File: src/rtl/adc_capture_pkg.sv
// Shared types and trigger-mode encodings for the ADC capture controller.
package adc_capture_pkg;

    typedef enum logic [1:0] {
        ST_IDLE    = 2'd0,
        ST_ARMED   = 2'd1,
        ST_CAPTURE = 2'd2,
        ST_DONE    = 2'd3
    } state_t;

    localparam logic [1:0] MODE_IMM  = 2'd0;
    localparam logic [1:0] MODE_EXT  = 2'd1;
    localparam logic [1:0] MODE_RISE = 2'd2;
    localparam logic [1:0] MODE_FALL = 2'd3;

endpackage

File: src/rtl/adc_trig_detect.sv
// Trigger qualifier: selects one channel, remembers the previous sample and
// produces a single-cycle trigger on a valid sample according to the mode.
module adc_trig_detect
    import adc_capture_pkg::*;
#(
    parameter int NUM_CH   = 2,
    parameter int SAMPLE_W = 16,
    parameter int CH_W     = 1
) (
    input  logic                       clk,
    input  logic                       reset_n,
    input  logic                       clear,
    input  logic                       en,
    input  logic [1:0]                 mode,
    input  logic [CH_W-1:0]            trig_ch,
    input  logic [SAMPLE_W-1:0]        threshold,
    input  logic [NUM_CH*SAMPLE_W-1:0] adc_data,
    input  logic                       adc_valid,
    input  logic                       ext_trig,
    output logic                       trig
);

    logic [NUM_CH-1:0][SAMPLE_W-1:0] ch;
    logic signed [SAMPLE_W-1:0]      cur, prev, thr;
    logic                            prev_vld, hit;

    assign ch  = adc_data;
    assign thr = threshold;

    // Out-of-range channel selects fall back to channel 0
    always_comb begin
        cur = ch[0];
        for (int i = 1; i < NUM_CH; i++)
            if (trig_ch == CH_W'(i)) cur = ch[i];
    end

    always_comb begin
        hit = 1'b0;
        case (mode)
            MODE_IMM:  hit = 1'b1;
            MODE_EXT:  hit = ext_trig;
            MODE_RISE: hit = prev_vld && (prev < thr) && (cur >= thr);
            default:   hit = prev_vld && (prev >= thr) && (cur < thr);
        endcase
    end

    assign trig = en && adc_valid && hit;

    always_ff @(posedge clk or negedge reset_n) begin
        if (!reset_n) begin
            prev     <= '0;
            prev_vld <= 1'b0;
        end else if (clear) begin
            prev_vld <= 1'b0;
        end else if (en && adc_valid) begin
            prev     <= cur;
            prev_vld <= 1'b1;
        end
    end

endmodule

File: src/rtl/adc_capture_ctrl.sv
// Armed/triggered capture of a programmable number of decimated ADC samples
// into the capture FIFO, with sticky done/overflow status.
module adc_capture_ctrl
    import adc_capture_pkg::*;
#(
    parameter int NUM_CH   = 2,
    parameter int SAMPLE_W = 16,
    parameter int LEN_W    = 24,
    parameter int DEC_W    = 8,
    localparam int CH_W    = (NUM_CH > 1) ? $clog2(NUM_CH) : 1
) (
    input  logic                       clk,
    input  logic                       reset_n,
    input  logic                       arm,
    input  logic                       abort,
    input  logic [1:0]                 cfg_mode,
    input  logic [CH_W-1:0]            cfg_trig_ch,
    input  logic [SAMPLE_W-1:0]        cfg_threshold,
    input  logic [LEN_W-1:0]           cfg_length,
    input  logic [DEC_W-1:0]           cfg_decim,
    input  logic                       ext_trig,
    input  logic [NUM_CH*SAMPLE_W-1:0] adc_data,
    input  logic                       adc_valid,
    input  logic                       adc_ready,
    input  logic                       fifo_prog_full,
    input  logic                       fifo_busy,
    output logic [NUM_CH*SAMPLE_W-1:0] fifo_din,
    output logic                       fifo_wr_en,
    output logic                       busy,
    output logic                       done,
    output logic                       overflow,
    output logic [LEN_W-1:0]           sample_count
);

    state_t              state, state_nxt;
    logic [1:0]          mode_q;
    logic [CH_W-1:0]     ch_q;
    logic [SAMPLE_W-1:0] thr_q;
    logic [LEN_W-1:0]    len_q;
    logic [DEC_W-1:0]    decim_q, dcnt;
    logic                arm_ok, start, trig, fifo_block;
    logic                take, adv, wr, last, set_done, set_ovf;

    assign arm_ok     = arm && adc_ready && !fifo_busy && !abort;
    assign fifo_block = fifo_prog_full || fifo_busy;

    adc_trig_detect #(
        .NUM_CH   (NUM_CH),
        .SAMPLE_W (SAMPLE_W),
        .CH_W     (CH_W)
    ) u_trig (
        .clk       (clk),
        .reset_n   (reset_n),
        .clear     (start),
        .en        (state == ST_ARMED),
        .mode      (mode_q),
        .trig_ch   (ch_q),
        .threshold (thr_q),
        .adc_data  (adc_data),
        .adc_valid (adc_valid),
        .ext_trig  (ext_trig),
        .trig      (trig)
    );

    always_ff @(posedge clk or negedge reset_n) begin
        if (!reset_n) state <= ST_IDLE;
        else          state <= state_nxt;
    end

    always_comb begin
        state_nxt = state;
        set_done  = 1'b0;
        set_ovf   = 1'b0;
        if (abort) begin
            state_nxt = ST_IDLE;
        end else begin
            case (state)
                ST_IDLE, ST_DONE: if (arm_ok) state_nxt = ST_ARMED;
                ST_ARMED: begin
                    if (!adc_ready) begin
                        state_nxt = ST_IDLE;
                        set_ovf   = 1'b1;
                    end else if (last) begin
                        state_nxt = ST_DONE;
                        set_done  = 1'b1;
                    end else if (trig) begin
                        state_nxt = ST_CAPTURE;
                    end
                end
                ST_CAPTURE: begin
                    if (!adc_ready) begin
                        state_nxt = ST_IDLE;
                        set_ovf   = 1'b1;
                    end else if (fifo_block) begin
                        state_nxt = ST_DONE;
                        set_ovf   = 1'b1;
                    end else if (last) begin
                        state_nxt = ST_DONE;
                        set_done  = 1'b1;
                    end
                end
                default: state_nxt = ST_IDLE;
            endcase
        end
    end

    // The triggering sample is the first one written, so it also advances decimation
    always_comb begin
        busy  = (state == ST_ARMED) || (state == ST_CAPTURE);
        start = arm_ok && ((state == ST_IDLE) || (state == ST_DONE));
        take  = 1'b0;
        adv   = 1'b0;
        case (state)
            ST_ARMED: begin
                take = trig;
                adv  = trig;
            end
            ST_CAPTURE: begin
                take = adc_valid && (dcnt == '0);
                adv  = adc_valid;
            end
            default: ;
        endcase
        wr   = take && !fifo_block && !abort && adc_ready;
        last = wr && (len_q != '0) && ((sample_count + 1'b1) == len_q);
    end

    always_ff @(posedge clk or negedge reset_n) begin
        if (!reset_n) begin
            fifo_din     <= '0;
            fifo_wr_en   <= 1'b0;
            done         <= 1'b0;
            overflow     <= 1'b0;
            sample_count <= '0;
            dcnt         <= '0;
            mode_q       <= MODE_IMM;
            ch_q         <= '0;
            thr_q        <= '0;
            len_q        <= '0;
            decim_q      <= '0;
        end else begin
            fifo_wr_en <= wr;
            if (wr) fifo_din <= adc_data;
            if (start) begin
                mode_q       <= cfg_mode;
                ch_q         <= cfg_trig_ch;
                thr_q        <= cfg_threshold;
                len_q        <= cfg_length;
                decim_q      <= cfg_decim;
                done         <= 1'b0;
                overflow     <= 1'b0;
                sample_count <= '0;
                dcnt         <= '0;
            end else begin
                if (set_done) done <= 1'b1;
                if (set_ovf)  overflow <= 1'b1;
                if (wr && !(&sample_count)) sample_count <= sample_count + 1'b1;
                if (adv) dcnt <= (dcnt == decim_q) ? '0 : dcnt + 1'b1;
            end
        end
    end

endmodule

File: config.mk
export PLATFORM = sky130hd
export DESIGN_NAME = adc_capture_ctrl
export DESIGN_NICKNAME = d
export VERILOG_FILES = /design/src/rtl/adc_capture_pkg.sv /design/src/rtl/adc_trig_detect.sv /design/src/rtl/adc_capture_ctrl.sv
export SDC_FILE = /design/constraint.sdc
export NUM_CORES = 1
export LEC_CHECK = 0
export BUFFER_PORTS_ARGS = -buffer_cell sky130_fd_sc_hd__buf_2
export CORE_MARGIN = 2
export CORE_UTILIZATION = 44
export CTS_CLUSTER_DIAMETER = 60
export DETAILED_ROUTE_END_ITERATION = 6
export HOLD_SLACK_MARGIN = 0.06
export PLACE_DENSITY = 0.72
export SYNTH_ARGS = -nofsm -noshare
export SYNTH_HDL_FRONTEND = slang
export SYNTH_SLANG_ARGS = --single-unit
export TNS_END_PERCENT = 1
File: constraint.sdc
create_clock -name clk -period 9.8 [get_ports clk]
set_clock_uncertainty 0.2 [all_clocks]
set_input_delay 1.47 -clock clk [delete_from_list [all_inputs] [get_ports clk]]
set_output_delay 1.47 -clock clk [all_outputs]
set_load 0.005 [all_outputs]
==> results of run 1 <==
-- report_power, final --
group          total, W  internal [W]  switching (W)
Clock          0.000609      0.000351       0.000258
Combinational  0.000842      0.000399       0.000443
Sequential     0.000906      0.000750       0.000156
-- layout by cell type (no fill, tap or decap), types with 3 or more instances in the layout --
| master | instances |
|---|---|
| mux2i_1 | 4 |
| a21oi_1 | 22 |
| buf_4 | 4 |
| o22ai_1 | 4 |
| xor2_1 | 22 |
| nand2b_1 | 3 |
| nor2_1 | 27 |
| a211oi_1 | 4 |
| and3_1 | 7 |
| nor4_1 | 19 |
| and4_1 | 4 |
| clkbuf_16 | 17 |
| nand2_1 | 166 |
| nor3b_1 | 3 |
| dfrtp_1 | 137 |
| and2_1 | 10 |
| xnor2_1 | 24 |
| nor3_1 | 20 |
| inv_6 | 4 |
| o31ai_1 | 3 |
| clkinvlp_4 | 5 |
| ha_1 | 37 |
| nor2b_1 | 13 |
| nand3_1 | 16 |
| a221o_1 | 18 |
| o21ai_0 | 32 |
| nand4_1 | 16 |
| mux2_2 | 63 |
| o211ai_1 | 7 |
| inv_1 | 30 |
| buf_2 | 150 |
| nand3_2 | 3 |
| nor4b_1 | 3 |
-- cells by family after synthesis --
family | synth area share
simple gates | 0.207
flops | 0.440
compound gates | 0.106
buf+inv | 0.0401
mux | 0.0961
xor+xnor | 0.0517
fa+ha+maj | 0.0594
-- per-layer routing --
metal	vias up	routed length, um
met3	23	868
met1	3053	8720
met4	0	297
met5	-	0
li1	3095	-
met2	178	9670
-- stage by stage --
stage / cell area [um^2] / utilization / power [W] / setup WS [ns] / hold slack, ns
after global placement: 8680 / 0.502 / 0.00173 / 4.53 / 0.281
after detailed placement: 8680 / 0.502 / 0.00175 / 4.40 / 0.287
after CTS: 9240 / 0.534 / 0.00237 / 4.85 / 0.302
final: 9240 / 0.534 / 0.00236 / 4.82 / 0.300
after floorplan: 7800 / - / 0.00149 / 5.35 / 0.261
after global routing: 9240 / 0.534 / 0.00254 / 4.59 / 0.310
-- worst paths after layout --
| kind | start | to | cells after the start |
|---|---|---|---|
| min in group asynchronous | reset_n | sample_count[15]$_DFFE_PN0P_ | 1 |
| worst max-delay path | adc_data[29] | sample_count[15]$_DFFE_PN0P_ | 14 |
| max in group asynchronous | reset_n | sample_count[19]$_DFFE_PN0P_ | 2 |
| worst max register to register | ch_q$_DFFE_PN0P_ | sample_count[15]$_DFFE_PN0P_ | 13 |
| worst min-delay path | decim_q[1]$_DFFE_PN0P_ | decim_q[1]$_DFFE_PN0P_ | 2 |
| worst min register to register | decim_q[1]$_DFFE_PN0P_ | decim_q[1]$_DFFE_PN0P_ | 2 |
-- flip-flops by register name, indices dropped and copies added, names as in the netlist --
signal	flops
state	2
len_q	24
overflow	1
ch_q	1
fifo_din	32
fifo_wr_en	1
sample_count	24
done	1
thr_q	16
u_trig.prev_vld	1
u_trig.prev	16
mode_q	2
decim_q	8
dcnt	8
-- worst max-delay path, stage by stage --
cell	delay (ns)
buf_2	0.11
mux2_2	0.29
ha_1	0.29
a211oi_1	0.24
o22ai_1	0.13
or2_0	0.23
o41a_1	0.46
a211oi_2	0.31
nor3_2	0.11
nor2_4	0.15
buf_4	0.56
nor2_1	0.11
buf_4	0.25
a221o_1	0.34
-- cell type report --
type	count	area share
Sequential cell	137	0.371
Timing Repair Buffer	155	0.0857
Clock buffer	19	0.0469
Clock inverter	12	0.0130
Multi-Input combinational cell	593	0.440
Inverter	31	0.0129
Tap cell	225	0.0305
==> results_dict.tcl, run 1 <==
set metrics [dict create \
    status "finished clean" \
    start_kind "input pin" \
    final_cells 1172 \
    setup_viol 0 \
    rsz0062_at_grt "false" \
    layout.nets 1064 \
    irDropWorstVdd_mv 0.147 \
    drive_above_1_share 0.284 \
    synth.yosys.seq_area_share 0.440 \
    cts.sinks 137 \
    synthDistinctLibCells 68 \
    cp_max_fo 56 \
    grtUsageTotal 0.217 \
    hold_viol 0 \
    worst_slew_pin_slew_ns 1.02 \
    cts_tree "done" \
    drt-wirelength-per-cell_um 16.7 \
    cts_buffers 17 \
    worstHoldPathType "register to register" \
    ys_async_sr_fraction 1.00 \
    core_um2 17300 \
    vias_per_cell 5.42 \
    cts_max_path_buffers 2 \
    syn-cell-area_um2 7800 \
    drt_iter0_drc 287 \
    crit_type "input pin to register" \
    yosysMostFrequentCell "nand2_1" \
    fp.dieArea_um2 18800 \
    first_global_vias 6157 \
    syn_inst 799 \
    crit_required_ns 9.90 \
    cts_setup_buffers 0 \
    multi_input_area_um2 4060 \
    p_leak_nw 4.58 \
    gr-usage-met3 0.0396 \
    drc 0 \
    slew_violations 0 \
    maxSlewHeadroom 0.319 \
    die_w_um 137 \
    use_met2 0.368 \
    clock.fmax_mhz 201 \
    netlist.area_leader.share 0.440 \
    start_util 0.451 \
    vias 6349 \
    synth_ff_type "dfrtp_1" \
    r2r_slack_ns 5.00 \
    io_buffers 151 \
    fill_cells 1580 \
    yosys.area.top_type "dfrtp_1" \
    num_rows 48 \
    synth_nets 928 \
    routed_wirelength_um 19600 \
    power.density_nw_per_um2 255 \
    grt_remaining_overflow 0 \
    io_pins 152 \
    clkTransAtPathRegs_ns 0.06 \
    ys_warn_count 0 \
    grt_pass1_wl_um 31700 \
    drtAntennaViolNets 0 \
    grt_antenna_before_repair 0 \
    grt_use_met1 0.279 \
    gp_congestion 0.900 \
    first_pass_iters 4 \
    antenna_cells 0 \
    synth_edf_count 0 \
    placed_cells 1141 \
    ys_top_cells_by_count "nand2_1, dfrtp_1, mux2_2" \
    htree_levels 4 \
    synth_area_leaders "dfrtp_1, mux2_2, nand2_1" \
    finalCritPeriodShare 0.508 \
    cts_resized 0 \
    holdBufCountCts 0 \
    crit_arrival_ns 5.07 \
    endpoint_kind "register" \
    die_h_um 137 \
    tns_ns 0 \
    period_minus_slack_ns 4.98 \
    cts-root-buf "clkbuf_16" \
    grt_max_degree 78 \
    grt.busiest_layer "met2" \
    regArea_um2 3430 \
    place_hpwl_um 14000 \
    area_growth_syn_to_layout_pct 18.5 \
    insertion_delay_ns 0.42 \
    synth_seq_cells 137 \
    avgSynthCellArea_um2 9.76 \
    maxCapViolCount 0 \
]
Note: power is estimated with default switching activity, not from simulation.
==> run 2, diff against run 1 <==
- ABC_AREA: default -> 1
- clock period: 9.8 -> 5 ns (I/O delays scaled with it)
==> results_dict.tcl, run 2 <==
set metrics [dict create \
    status "finished clean" \
    syn_inst 1086 \
    worstHoldPathType "input pin to async pin" \
    period_minus_slack_ns 4.18 \
    finalCritPeriodShare 0.836 \
    worst_slew_pin_slew_ns 0.917 \
    slew_violations 0 \
    reg_top3 "fifo_din (32), len_q (24), sample_count (24)" \
    die_h_um 138 \
    ys_top_cells_by_count "nand2_1, dfrtp_1, inv_1" \
    place_hpwl_um 16000 \
    hold_viol 0 \
    total_power_w 0.00531 \
    drtAntennaViolNets 0 \
    power.density_nw_per_um2 564 \
    rsz0062_at_grt "false" \
    start_kind "register" \
    vias 7586 \
    endpoint_kind "register" \
    irDropWorstVdd_mv 0.323 \
    synth_edf_count 0 \
    first_global_vias 7239 \
    maxSlewHeadroom 0.387 \
    vias_per_cell 5.15 \
    first_pass_iters 5 \
    drive_above_1_share 0.164 \
    insertion_delay_ns 0.42 \
    crit_type "register to register" \
    maxCapViolCount 0 \
    timing.final.ws_setup_ns 0.818 \
    grt_max_degree 61 \
    drc 0 \
    largest_reg_flops 32 \
    grt_remaining_overflow 0 \
    io_pins 152 \
    io_buffers 151 \
    fill_cells 1691 \
    grt_pass1_wl_um 34700 \
    htree_levels 4 \
    ys_warn_count 0 \
    cts-root-buf "clkbuf_16" \
    final_cell_mix "nand2_1, buf_2, dfrtp_1" \
    syn-cell-area_um2 7850 \
    synth_ff_type "dfrtp_1" \
    clkTransAtPathRegs_ns 0.06 \
    cts_resized 0 \
    crit_arrival_ns 4.25 \
    clock.fmax_mhz 239 \
    cts_max_path_buffers 2 \
    layout.nets 1365 \
    grt_antenna_before_repair 0 \
    cp_max_fo 33 \
    ys_async_sr_fraction 1.00 \
    die_w_um 138 \
    core_um2 17400 \
    yosys.area.top_type "dfrtp_1" \
    fp.dieArea_um2 18900 \
    netlist.area_leader.share 0.437 \
    setup_viol 0 \
    avgSynthCellArea_um2 7.23 \
    crit_required_ns 5.07 \
    area_growth_syn_to_layout_pct 19.8 \
    drt-wirelength-per-cell_um 14.3 \
    r2r_cells 15 \
    num_rows 48 \
    cts_tree "done" \
    cts_buffers 17 \
    synth_seq_cells 137 \
    synth.yosys.seq_area_share 0.437 \
    worst_hold_slack_ns 0.0602 \
    routed_wirelength_um 21100 \
    drt_iter0_drc 611 \
    regMostFlops "fifo_din" \
    holdBufCountCts 0 \
    synth_area_leaders "dfrtp_1, nand2_1, ha_1" \
    yosysMostFrequentCell "nand2_1" \
    start_util 0.452 \
    gp_congestion 0.942 \
    cts.sinks 137 \
    layout_commonest_cell "nand2_1" \
    dp_worst_setup_slack_ns 0.886 \
    synthDistinctLibCells 33 \
    tns_ns 0 \
    cts_setup_buffers 0 \
    final_core_util 0.542 \
    synth_nets 1215 \
    grtUsageTotal 0.233 \
    antenna_cells 0 \
    p_leak_nw 5.07 \
]
run 2: cell types whose count changed after synthesis, sizes merged, moves of 39 or more:
cell and delta:
nor2 +58, mux2 -63, inv +88, nand2 +273
o21ai +54, nand3 +39
run 2: power by group:
group	leakage (nW)	switching (W)	total (W)	internal [W]
Clock	0.288	0.000502	0.00127	0.000767
Combinational	3.00	0.00127	0.00212	0.000845
Sequential	1.79	0.000389	0.00192	0.00153
run 2: cells by family (layout without fill, tap and decap cells):
group	Yosys count	in the layout	synth area share
and+or+nand+nor	621	621	0.321
AOI/OAI and AO/OA	129	129	0.0906
DFF	137	137	0.437
adders and majority gates	37	37	0.0589
buffers and inverters	146	309	0.0741
xor gates and xnor gates	16	16	0.0188
run 2: area by class of cell:
class,instances,area (um^2),area share
multi-input cells,803,3840,0.409
clock inverters,12,138,0.0146
inverters,120,450,0.0479
flip-flops and latches,137,3430,0.365
repair buffers,157,807,0.0858
clock buffers,20,457,0.0486
well taps,225,282,0.0299
run 2: final timing paths:
kind                                          start                           end  slack, ns
setup / recovery                   ch_q$_DFFE_PN0P_  sample_count[10]$_DFFE_PN0P_       0.82
hold / removal                              reset_n   sample_count[6]$_DFFE_PN0P_       0.06
setup reg to reg                   ch_q$_DFFE_PN0P_  sample_count[10]$_DFFE_PN0P_       0.82
hold reg to reg            fifo_din[23]$_DFFE_PN0P_      fifo_din[23]$_DFFE_PN0P_       0.26
max in group asynchronous                   reset_n  sample_count[23]$_DFFE_PN0P_       3.48
min in group clk           fifo_din[23]$_DFFE_PN0P_      fifo_din[23]$_DFFE_PN0P_       0.26
run 2: routing by layer:
metal,share of wire,track usage
met1,0.46,0.319
met2,0.47,0.374
met3,0.051,0.0434
met4,0.020,0.0727
met5,0,0
run 2: per-stage QoR:
stage,cell area [um^2],std cells
2_1_floorplan,7850,1086
3_3_place_gp,8810,1442
3_5_place_dp,8810,1442
4_1_cts,9410,1474
5_1_grt,9410,1474
6_report,9410,1474
run 2: critical path, cell delays in order (launching register included):
cell and delay (ns):
dfrtp_1 0.87, o21ai_0 0.29, ha_1 0.40, nand2_1 0.10, nor4_2 0.35, nand2_1 0.14
nand3b_1 0.13, nand2_1 0.07, nor2_1 0.09, nand2_1 0.06, nand3_1 0.07, nand2_2 0.09
a21boi_4 0.19, nand2_2 0.30, nand2_2 0.52, o22ai_1 0.15
==> run 3, diff against run 2 <==
- clock period: 5 -> 4.25 ns (I/O delays scaled with it)
==> results_dict.tcl, run 3 (synthesis results as in run 2) <==
set metrics [dict create \
    start_kind "register" \
    final_cell_mix "nand2_1, buf_2, dfrtp_1" \
    maxCapViolCount 0 \
    htree_levels 4 \
    die_h_um 138 \
    cts_buffers 17 \
    hold_viol 0 \
    worst_slew_pin_slew_ns 0.736 \
    worst_hold_slack_ns 0.0322 \
    io_buffers 151 \
    layout.nets 1367 \
    period_minus_slack_ns 3.70 \
    cts_resized 0 \
    grtUsageTotal 0.232 \
    rsz0062_at_grt "false" \
    largest_reg_flops 32 \
    finalCritPeriodShare 0.871 \
    drt_iter0_drc 491 \
    drive_above_1_share 0.166 \
    die_w_um 138 \
    place_hpwl_um 16200 \
    insertion_delay_ns 0.43 \
    drt-wirelength-per-cell_um 14.5 \
    drtAntennaViolNets 0 \
    p_sw_w 0.00260 \
    fp.dieArea_um2 18900 \
    slew_violations 0 \
    area_growth_syn_to_layout_pct 20.3 \
    multi_input_area_um2 3840 \
    antenna_cells 0 \
    vias 7486 \
    cts.sinks 137 \
    clkTransAtPathRegs_ns 0.06 \
    cts_setup_buffers 0 \
    irDropWorstVdd_mv 0.319 \
    routed_wirelength_um 21400 \
    crit_required_ns 4.33 \
    p_seq_frac 0.357 \
    worstHoldPathType "input pin to async pin" \
    cts_max_path_buffers 2 \
    p_leak_nw 5.10 \
    setup_viol 0 \
    status "finished clean" \
    cts_tree "done" \
    cts-root-buf "clkbuf_16" \
    core_um2 17400 \
    total_power_w 0.00634 \
    grt_max_degree 80 \
    regMostFlops "fifo_din" \
    grt_antenna_before_repair 0 \
    first_global_vias 7202 \
    first_pass_iters 5 \
    dp_worst_setup_slack_ns 0.601 \
    maxSlewHeadroom 0.509 \
    p_clk_frac 0.244 \
    regArea_um2 3430 \
    cp_max_fo 25 \
    timing.final.ws_setup_ns 0.549 \
    grt_remaining_overflow 0 \
    p_int_w 0.00374 \
    drc 0 \
    switching_share 0.410 \
    fill_cells 1668 \
    clock.fmax_mhz 270 \
    crit_arrival_ns 3.78 \
    crit_type "register to register" \
    holdBufCountCts 0 \
    p_comb_frac 0.399 \
    layout_commonest_cell "nand2_1" \
    gp_congestion 0.936 \
    power.density_nw_per_um2 671 \
    io_pins 152 \
    grt_pass1_wl_um 34200 \
    reg_top3 "fifo_din (32), len_q (24), sample_count (24)" \
    start_util 0.452 \
    vias_per_cell 5.07 \
    endpoint_kind "register" \
    num_rows 48 \
    tns_ns 0 \
]
[run 3: changes by cell type in the layout (fill, tap and decap cells not counted), sizes merged]
cell,before,now
clkbuf,20,17
bufinv,2,3
buf,157,159
inv,123,125
[run 3: per-layer routing]
layer,track usage,routed length [um],up-vias,share of wire
met3,0.0475,1050,36,0.049
met5,0,0,-,0
met2,0.373,10000,214,0.47
met1,0.306,9660,3473,0.45
li1,-,-,3763,-
met4,0.0893,606,0,0.028
[run 3: area by class of cell]
class | count | area share
clock buffer | 17 | 0.0450
clock inverter | 15 | 0.0199
inverter | 120 | 0.0477
multi-input combinational | 803 | 0.407
sequential | 137 | 0.363
tap | 225 | 0.0298
timing repair buffer | 159 | 0.0883
[run 3: metrics by stage]
step / cell area [um^2] / std cells / util
floorplan: 7850 / 1086 / -
global placement: 8840 / 1444 / 0.509
detailed placement: 8840 / 1444 / 0.509
CTS: 9450 / 1476 / 0.545
global route: 9450 / 1476 / 0.545
finish: 9450 / 1476 / 0.545
[run 3: path summary, 6_finish.rpt]
check	startpoint	endpoint	slack, ns	cells past startpoint
setup / recovery	ch_q$_DFFE_PN0P_	sample_count[10]$_DFFE_PN0P_	0.55	16
hold / removal	reset_n	sample_count[6]$_DFFE_PN0P_	0.03	1
setup reg to reg	ch_q$_DFFE_PN0P_	sample_count[10]$_DFFE_PN0P_	0.55	16
hold reg to reg	fifo_din[29]$_DFFE_PN0P_	fifo_din[29]$_DFFE_PN0P_	0.27	2
max in group asynchronous	reset_n	u_trig.prev[15]$_DFFE_PN0P_	3.04	2
min in group clk	cfg_decim[3]	decim_q[3]$_DFFE_PN0P_	0.20	3
[run 3: power by group through the flow]
stage	Combinational, W	Clock, W	Sequential [W]
2_1_floorplan	0.00180	0	0.00215
3_3_place_gp	0.00243	0	0.00226
3_5_place_dp	0.00250	0	0.00227
4_1_cts	0.00253	0.00157	0.00226
5_1_grt	0.00293	0.00163	0.00233
6_report	0.00253	0.00155	0.00226
[run 3: critical path: stages, from the launching register on]
cell,delay (ns)
dfrtp_1,0.63
buf_4,0.27
o21ai_0,0.15
ha_1,0.35
nand2_1,0.11
nor4_2,0.34
nand2_1,0.12
nand3b_1,0.12
nand2_1,0.06
nor2_1,0.09
nand2_1,0.07
nand3_1,0.08
nand2_2,0.09
a21boi_4,0.18
nand2_2,0.08
nand2_2,0.42
o22ai_1,0.16
